**config.mk**
```make
export PLATFORM = sky130hd
export DESIGN_NAME = stage_if_fq
export DESIGN_NICKNAME = d
export VERILOG_FILES = /design/src/rtl/stage_if_fq.sv
export SDC_FILE = /design/constraint.sdc
export NUM_CORES = 1
export LEC_CHECK = 0
export CAP_MARGIN = 15
export CELL_PAD_IN_SITES_DETAIL_PLACEMENT = 2
export CELL_PAD_IN_SITES_GLOBAL_PLACEMENT = 2
export CORE_MARGIN = 1.5
export CORE_UTILIZATION = 39
export DETAILED_ROUTE_END_ITERATION = 12
export PLACE_DENSITY_LB_ADDON = 0.15
export RECOVER_POWER = 50
export SETUP_SLACK_MARGIN = 0.3
export SLEW_MARGIN = 20
export SYNTH_ARGS = -nofsm -noshare
export SYNTH_HDL_FRONTEND = slang
export SYNTH_SLANG_ARGS = --single-unit
```
**constraint.sdc**
```tcl
create_clock -name cpu_clk -period 5.98 [get_ports cpu_clk]
set_input_delay 0.598 -clock cpu_clk [delete_from_list [all_inputs] [get_ports cpu_clk]]
set_output_delay 0.598 -clock cpu_clk [all_outputs]
set_load 0.01 [all_outputs]
```
**src/rtl/stage_if_fq.sv**
```systemverilog
// Instruction-fetch stage: request/grant instruction memory with multiple
// outstanding requests, prioritised redirects that discard stale responses,
// and an in-order fetch queue presenting {pc, pc+4, instr} to decode.
//
// state | meaning
// BOOT  | first cycle after reset release, no requests issued
// RUN   | normal fetch, held until reset
module stage_if_fq #(
    parameter int unsigned        ADDR_W    = 32,
    parameter int unsigned        INSTR_W   = 32,
    parameter logic [ADDR_W-1:0]  PC_INIT   = 32'hBFC0_0000,
    parameter int unsigned        NUM_REDIR = 3,
    parameter int unsigned        FQ_DEPTH  = 4
) (
    input  logic                          cpu_clk,
    input  logic                          cpu_rst_n,
    input  logic [NUM_REDIR-1:0]          redir_vld,
    input  logic [NUM_REDIR*ADDR_W-1:0]   redir_addr,
    output logic                          imem_req,
    output logic [ADDR_W-1:0]             imem_addr,
    input  logic                          imem_gnt,
    input  logic                          imem_rvalid,
    input  logic [INSTR_W-1:0]            imem_rdata,
    output logic                          if_o_valid,
    output logic [ADDR_W-1:0]             if_o_pc,
    output logic [ADDR_W-1:0]             if_o_pc_4,
    output logic [INSTR_W-1:0]            if_o_instr,
    input  logic                          id_ready
);

    localparam int unsigned CW = $clog2(FQ_DEPTH + 1);
    localparam int unsigned PW = $clog2(FQ_DEPTH);
    localparam logic [ADDR_W-1:0] ALIGN_MASK = ~ADDR_W'(3);

    typedef enum logic {BOOT, RUN} state_t;

    state_t              state_q, state_d;
    logic [ADDR_W-1:0]   fetch_pc_q, fetch_pc_d;
    logic [ADDR_W-1:0]   resp_pc_q, resp_pc_d;
    logic [CW-1:0]       count_q, count_d;
    logic [CW-1:0]       outst_q, outst_d;
    logic [CW-1:0]       drop_q, drop_d;
    logic [PW-1:0]       wr_ptr_q, wr_ptr_d;
    logic [PW-1:0]       rd_ptr_q, rd_ptr_d;
    logic [ADDR_W-1:0]   pc_mem_q    [FQ_DEPTH];
    logic [INSTR_W-1:0]  instr_mem_q [FQ_DEPTH];

    logic                redir_any;
    logic [ADDR_W-1:0]   redir_tgt;
    logic                credit_ok;
    logic                grant;
    logic                rsp_ok;
    logic                push;
    logic                pop;

    function automatic logic [PW-1:0] ptr_inc(input logic [PW-1:0] p);
        if (p == PW'(FQ_DEPTH - 1)) begin
            return '0;
        end
        return p + PW'(1);
    endfunction

    // Pick the redirect target; scanning downward lets the lowest index win.
    always_comb begin
        redir_any = |redir_vld;
        redir_tgt = '0;
        for (int i = NUM_REDIR - 1; i >= 0; i--) begin
            if (redir_vld[i]) begin
                redir_tgt = redir_addr[i*ADDR_W +: ADDR_W];
            end
        end
    end

    // Queued entries plus in-flight requests never exceed the queue depth,
    // so a response always has a free slot to land in.
    assign credit_ok = ({1'b0, count_q} + {1'b0, outst_q}) < (CW+1)'(FQ_DEPTH);

    // FSM next state and request generation.
    always_comb begin
        state_d  = state_q;
        imem_req = 1'b0;
        case (state_q)
            BOOT: state_d = RUN;
            RUN: begin
                state_d  = RUN;
                imem_req = !redir_any && credit_ok;
            end
            default: state_d = BOOT;
        endcase
    end

    assign imem_addr = fetch_pc_q & ALIGN_MASK;
    assign grant     = imem_req && imem_gnt;
    // A response with nothing outstanding is a protocol error and is ignored.
    assign rsp_ok    = imem_rvalid && (outst_q != '0);
    assign push      = rsp_ok && (drop_q == '0) && !redir_any;
    assign pop       = (count_q != '0) && id_ready && !redir_any;

    // Datapath next state: counters, pointers and the two PC trackers.
    always_comb begin
        outst_d    = outst_q + CW'(grant) - CW'(rsp_ok);
        drop_d     = drop_q;
        count_d    = count_q + CW'(push) - CW'(pop);
        wr_ptr_d   = push ? ptr_inc(wr_ptr_q) : wr_ptr_q;
        rd_ptr_d   = pop  ? ptr_inc(rd_ptr_q) : rd_ptr_q;
        fetch_pc_d = grant ? fetch_pc_q + ADDR_W'(4) : fetch_pc_q;
        resp_pc_d  = push  ? resp_pc_q  + ADDR_W'(4) : resp_pc_q;
        if (rsp_ok && (drop_q != '0)) begin
            drop_d = drop_q - CW'(1);
        end
        if (redir_any) begin
            // Everything still in flight after this cycle belongs to the old path.
            drop_d     = outst_d;
            count_d    = '0;
            wr_ptr_d   = '0;
            rd_ptr_d   = '0;
            fetch_pc_d = redir_tgt & ALIGN_MASK;
            resp_pc_d  = redir_tgt & ALIGN_MASK;
        end
    end

    // State and control registers.
    always_ff @(posedge cpu_clk or negedge cpu_rst_n) begin
        if (!cpu_rst_n) begin
            state_q    <= BOOT;
            fetch_pc_q <= PC_INIT;
            resp_pc_q  <= PC_INIT;
            count_q    <= '0;
            outst_q    <= '0;
            drop_q     <= '0;
            wr_ptr_q   <= '0;
            rd_ptr_q   <= '0;
        end else begin
            state_q    <= state_d;
            fetch_pc_q <= fetch_pc_d;
            resp_pc_q  <= resp_pc_d;
            count_q    <= count_d;
            outst_q    <= outst_d;
            drop_q     <= drop_d;
            wr_ptr_q   <= wr_ptr_d;
            rd_ptr_q   <= rd_ptr_d;
        end
    end

    // Queue storage; contents are only meaningful below count_q.
    always_ff @(posedge cpu_clk) begin
        if (push) begin
            pc_mem_q[wr_ptr_q]    <= resp_pc_q;
            instr_mem_q[wr_ptr_q] <= imem_rdata;
        end
    end

    // When empty the head shows the next PC expected from memory.
    assign if_o_valid = (count_q != '0);
    assign if_o_pc    = if_o_valid ? pc_mem_q[rd_ptr_q] : resp_pc_q;
    assign if_o_pc_4  = if_o_pc + ADDR_W'(4);
    assign if_o_instr = if_o_valid ? instr_mem_q[rd_ptr_q] : '0;

    // Flag responses that arrive with no request outstanding.
    always @(posedge cpu_clk) begin
        if (cpu_rst_n && imem_rvalid) begin
            assert (outst_q != '0);
        end
    end

endmodule

```
Word level (Yosys, flattened, before mapping)

Memories as Yosys holds them, arrays and structs flattened.
Cells that the tools add are included.

Order comparisons: 1
Multiplexer cells: 25
Reduce and logical (&&, ||, !) cells: 18
Eq/ne operators: 2
$add $sub $neg: 11

Operator list:

| operator                                                                      | count |
|---|---|
| 32-bit 2-to-1 mux                                                             | 9 |
| 32-bit by 3-bit adder with 32-bit output (second input constant)              | 3 |
| 2-bit 2-to-1 mux                                                              | 8 |
| 3-bit 2-to-1 mux                                                              | 3 |
| 3-bit nonzero test                                                            | 3 |
| 1-bit logical AND                                                             | 8 |
| 2-bit nonzero test                                                            | 4 |
| 3-bit by 1-bit adder with 3-bit output                                        | 2 |
| 3-bit by 1-bit subtractor with 3-bit output                                   | 2 |
| 1-bit 2-to-1 mux                                                              | 5 |
| 2-bit by 1-bit adder with 2-bit output (second input constant)                | 2 |
| 3-bit by 3-bit adder with 4-bit output                                        | 1 |
| 2-bit equality test (second input constant)                                   | 2 |
| 4-bit by 3-bit less-than comparator with 1-bit output (second input constant) | 1 |
| 3-bit zero test                                                               | 1 |
| 3-bit OR reduction                                                            | 1 |
| 3-bit by 1-bit subtractor with 3-bit output (second input constant)           | 1 |
| 1-bit zero test                                                               | 1 |

Memory bits (writable): 256
Word-level logic and storage cells: 67
Input bits: 136
Register bits after elaboration: 78
Memories kept: 2

Memory list:

| name        | depth | bits a word | read ports | clocked after Yosys merged registers in | wr ports | line | RTL |
|---|---|---|---|---|---|---|---|
| instr_mem_q | 4     | 32          | 1          | 0                                       | 1        | 46   | `logic [INSTR_W-1:0] instr_mem_q [FQ_DEPTH];` |
| pc_mem_q    | 4     | 32          | 1          | 0                                       | 1        | 45   | `logic [ADDR_W-1:0] pc_mem_q [FQ_DEPTH];` |

Depth between registers and ports, before layout

Depth after elaboration: 8
Gate-level depth with buffers: 15
Gate-level depth less buffers: 13

Worst setup path after synthesis

No wires, ideal clock.

Path kind: flip-flop to output port
Start: reg count_q[1]
End: out if_o_pc_4[28]
Path buffers: 4
Path slack: 2.095 ns
Data arrival time: 3.287 ns
Stages on the path, launching flop included: 15
Cell sequence: dfrtp_1 > nor3_2 > inv_2 > buf_4 > clkbuf_1 > buf_2 > clkbuf_1 > mux2i_1 > inv_1 > ha_1 > nand4_1 > a221oi_2 > and2b_2 > nor3b_2 > xnor2_1

Cells in the longest elaborated chain, start to end: 3

RTL lines:

| what                                     | line | RTL |
|---|---|---|
| from (decl)                              | 40   | `logic [CW-1:0] count_q, count_d;` |
| from (signal assigned)                   | 137  | `count_q <= count_d;` |
| 3-bit nonzero test                       | 154  | `assign if_o_valid = (count_q != '0);` |
| 32-bit 2-to-1 mux                        | 155  | `assign if_o_pc = if_o_valid ? pc_mem_q[rd_ptr_q] : resp_pc_q;` |
| named net if_o_pc[2]                     | 25   | `output logic [ADDR_W-1:0] if_o_pc,` |
| 32-bit by 3-bit adder with 32-bit output | 156  | `assign if_o_pc_4 = if_o_pc + ADDR_W'(4);` |
| to (decl)                                | 26   | `output logic [ADDR_W-1:0] if_o_pc_4,` |

The timed path passes the listed nets, and every way through them passes these cells.

Worst setup path after layout

Start: reg rd_ptr_q[1]
End: out if_o_pc_4[28]

Cells in the longest elaborated chain, start to end: 3

RTL lines:

| what                                     | line | RTL |
|---|---|---|
| from (decl)                              | 44   | `logic [PW-1:0] rd_ptr_q, rd_ptr_d;` |
| from (signal assigned)                   | 141  | `rd_ptr_q <= rd_ptr_d;` |
| memory 4 x 32 bit                        | n/a  |  |
| 32-bit 2-to-1 mux                        | 155  |  |
| 32-bit by 3-bit adder with 32-bit output | 156  |  |

No other way between the ends.

==> flow_summary.json <==
{
  "violations": "max-capacitance violations, max-slew violations",
  "cts-resized-gates": 0,
  "viasPerCell": 5.66,
  "seq_area_frac_synth_pct": 61.2,
  "async_flop_share_pct": 23.0,
  "dp_hpwl_um": 35000,
  "arrival_ns": 4.58,
  "yosysMostFrequentCell": "edfxtp_1",
  "antenna_cells": 0,
  "hp-class": "reg -> reg",
  "area_delta_synth_final_pct": 28.2,
  "overflow": 0,
  "wire_per_inst_um": 25.9,
  "tightestPinTransition_ns": 1.97,
  "maxSlewHeadroom_pct": -31.5,
  "grt_pass1_wl_um": 78100,
  "critPathMaxStageDelay_ns": 0.96,
  "die_h_um": 201,
  "max-vdd-ir-drop_uv": 171,
  "final_core_util_pct": 50.5,
  "crit_path_end_kind": "output pin",
  "netlist_area_mm2": 0.0152,
  "cts_buffers": 36,
  "vias": 11124,
  "path_cells": "mux4_1 > mux2i_1 > inv_1 > ha_1 > nand4_1 > a221oi_2 > and2b_2 > nor3b_2 > xnor2_1 > clkdlybuf4s50_1",
  "layout-drive-gt1-share_pct": 11.0,
  "worst_hold_path.num_cells": 2,
  "min_period_over_period_pct": 86.6,
  "grt_max_degree": 65,
  "power_density_mw_per_mm2": 300,
  "gp_congestion": 0.784,
  "ys_seq_elements": 322,
  "die_x_um": 201,
  "drcViolationCount": 0,
  "holdWs_ns": 0.544,
  "root_buffer": "clkbuf_16",
  "synthCells": 1166,
  "cts_tree": "yes",
  "min_period_ns": 5.18,
  "drtPass1Iterations": 5,
  "netlist_top_cells_area": "edfxtp_1, dfrtp_1, mux4_2",
  "p_total_mw": 5.86,
  "rrSetupSlack_ns": 2.35,
  "synthFlopType": "edfxtp_1",
  "setup_tns_ns": 0,
  "start_util_pct": 39.4,
  "wl_um": 50900,
  "slowest_stage": "dfrtp_2",
  "cap_violations": 2,
  "ioPinCount": 266,
  "yosysUniqueCellTypes": 60,
  "whs_endpoint": "fetch_pc_q[31]",
  "skew_ns": 0.0193,
  "fillers": 3716,
  "clk_path_buf_depth": 3,
  "start_kind": "flip-flop",
  "synth.avg_cell_area_um2": 13.1,
  "status": "finished, violations left",
  "fp-row-count": 72,
  "place_area_mm2": 0.0183,
  "crit_required_ns": 5.38,
  "worstPathMaxFanout": 29,
  "setup_viol": 0,
  "p_leak_nw": 6.78,
  "final_area_mm2": 0.0195,
  "synth_edf_count": 248,
  "critPathKind": "reg -> out",
  "netlist.area_leader.share_pct": 48.9,
  "synth_common_cells": "edfxtp_1, nand2_1, a21oi_1",
  "finalHoldViolations": 0,
  "clkLatencyLatePin_ns": 0.53,
  "post_cts_buffers": 0,
  "place_ws_ns": 1.61,
  "maxSlewViolCount": 65,
  "die_area_mm2": 0.0403,
  "io_buffers": 253,
  "clock-sinks": 322,
  "ant_nets": 0,
  "htree_levels": 2,
  "yosysWarnings": 0,
  "min_from": "fetch_pc_q[31]",
  "stdcell_count": 1965,
  "core_area_mm2": 0.0386,
  "drt_iter0_drc": 554,
  "antenna_found_initial": 0,
  "clk_pin_slew_ns": 0.06,
  "grt_pass1_vias": 12255,
  "nets": 1573,
  "finalWorstSetupSlack_ns": 0.799,
  "grt_setup_unrepaired": "no",
  "dp.cells": 1898,
  "r2r-start": "drop_q[0]",
  "synth_top_cell_by_area": "edfxtp_1",
  "fmax_mhz": 193,
  "reg2reg_depth": 7,
  "grt_use_total_pct": 25.5,
  "r2r_end": "pc_mem_q[2][24]"
}
where the power goes:
| group | total [mW] | internal [mW] | switching [mW] |
|---|---|---|---|
| clock | 2.37 | 1.44 | 0.930 |
| combinational | 0.796 | 0.374 | 0.422 |
| sequential | 2.69 | 2.53 | 0.152 |
cell families (layout without fill, tap and decap cells):
logic type	after synthesis	count (layout)	synth area share [%]
compound gates	269	269	11.0
xor+xnor	35	35	2.01
fa+ha+maj	18	18	1.58
buf+inv	95	371	2.94
flops	322	322	61.2
mux	72	72	10.2
other cells	2	7	0.0493
simple gates	353	353	11.1
final cells by class:
| class | count | area (um2) | area share [%] |
|---|---|---|---|
| repair buffers | 279 | 2720 | 13.9 |
| clock inverters | 22 | 294 | 1.51 |
| clock buffers | 44 | 952 | 4.87 |
| well taps | 518 | 648 | 3.32 |
| inverters | 26 | 97.6 | 0.500 |
| multi-input cells | 754 | 5500 | 28.2 |
| flip-flops and latches | 322 | 9330 | 47.7 |
worst max path at each step:
stage           startpoint             to  slack (ns)  cells past startpoint
2_1_floorplan   count_q[1]  if_o_pc_4[28]        2.10                     14
3_3_place_gp   rd_ptr_q[1]  if_o_pc_4[28]        1.70                     10
3_5_place_dp   rd_ptr_q[1]  if_o_pc_4[28]        1.61                     10
4_1_cts        rd_ptr_q[1]  if_o_pc_4[26]        0.81                     10
5_1_grt         count_q[1]  if_o_pc_4[28]        0.52                      9
6_report       rd_ptr_q[1]  if_o_pc_4[28]        0.80                     10
registers in the layout, indices dropped and copies added (netlist names):
register	flops
resp_pc_q	30
rd_ptr_q	2
fetch_pc_q	30
drop_q	3
pc_mem_q	120
state_q	1
wr_ptr_q	2
outst_q	3
count_q	3
instr_mem_q	128
critical path: cells and delay by family (launching register included):
| family | cells | cell delay [ns] |
|---|---|---|
| multiplexers | 2 | 0.49 |
| AO/OA/AOI/OAI | 1 | 0.63 |
| flip-flops | 1 | 0.96 |
| AND/OR/NAND/NOR | 3 | 0.82 |
| XOR/XNOR | 1 | 0.14 |
| buffers and inverters | 2 | 0.70 |
| adder cells (fa/ha/maj) | 1 | 0.31 |
per-layer routing:
layer  GRT usage [%]  wire length, um  part of all wire [%]  vias to the layer above
met1            33.0            21700                    43                     5796
li1                -                -                     -                     4954
met5               0                0                     0                        -
met4            5.72             1010                   2.0                        0
met2            44.9            25900                    51                      302
met3            4.46             2330                   4.6                       72
placed cells by master, fill, tap and decap left out, drive strengths merged, types with 3 or more instances in the layout:
master,synthesis,final
edfxtp,248,248
clkdlybuf4s50,0,189
nand2,149,149
a21oi,98,98
o21ai,84,84
dlygate4sd3,0,64
mux4,62,62
dfrtp,56,56
nor2,52,52
clkbuf,43,47
nand3,46,46
and2,37,37
inv,26,28
xnor2,27,27
buf,26,23
nand4,21,21
a221o,20,20
and3,19,19
dfstp,18,18
ha,16,16
o22a,15,15
clkinv,0,12
o31ai,11,11
a22oi,11,11
a31oi,9,9
mux2i,9,9
nor3,9,9
xor2,8,8
conb,2,7
bufinv,0,7
a2bb2oi,6,6
and4,5,5
nor2b,5,5
a41oi,4,4
nor4,4,4
a21o,3,3
o21a,3,3
what timing repair did:
item,CTS,global route
hold buffers,1,0
hold endpoints to repair,10,0
setup endpoints to repair,0,0
Note: power is estimated with default switching activity, not from simulation.
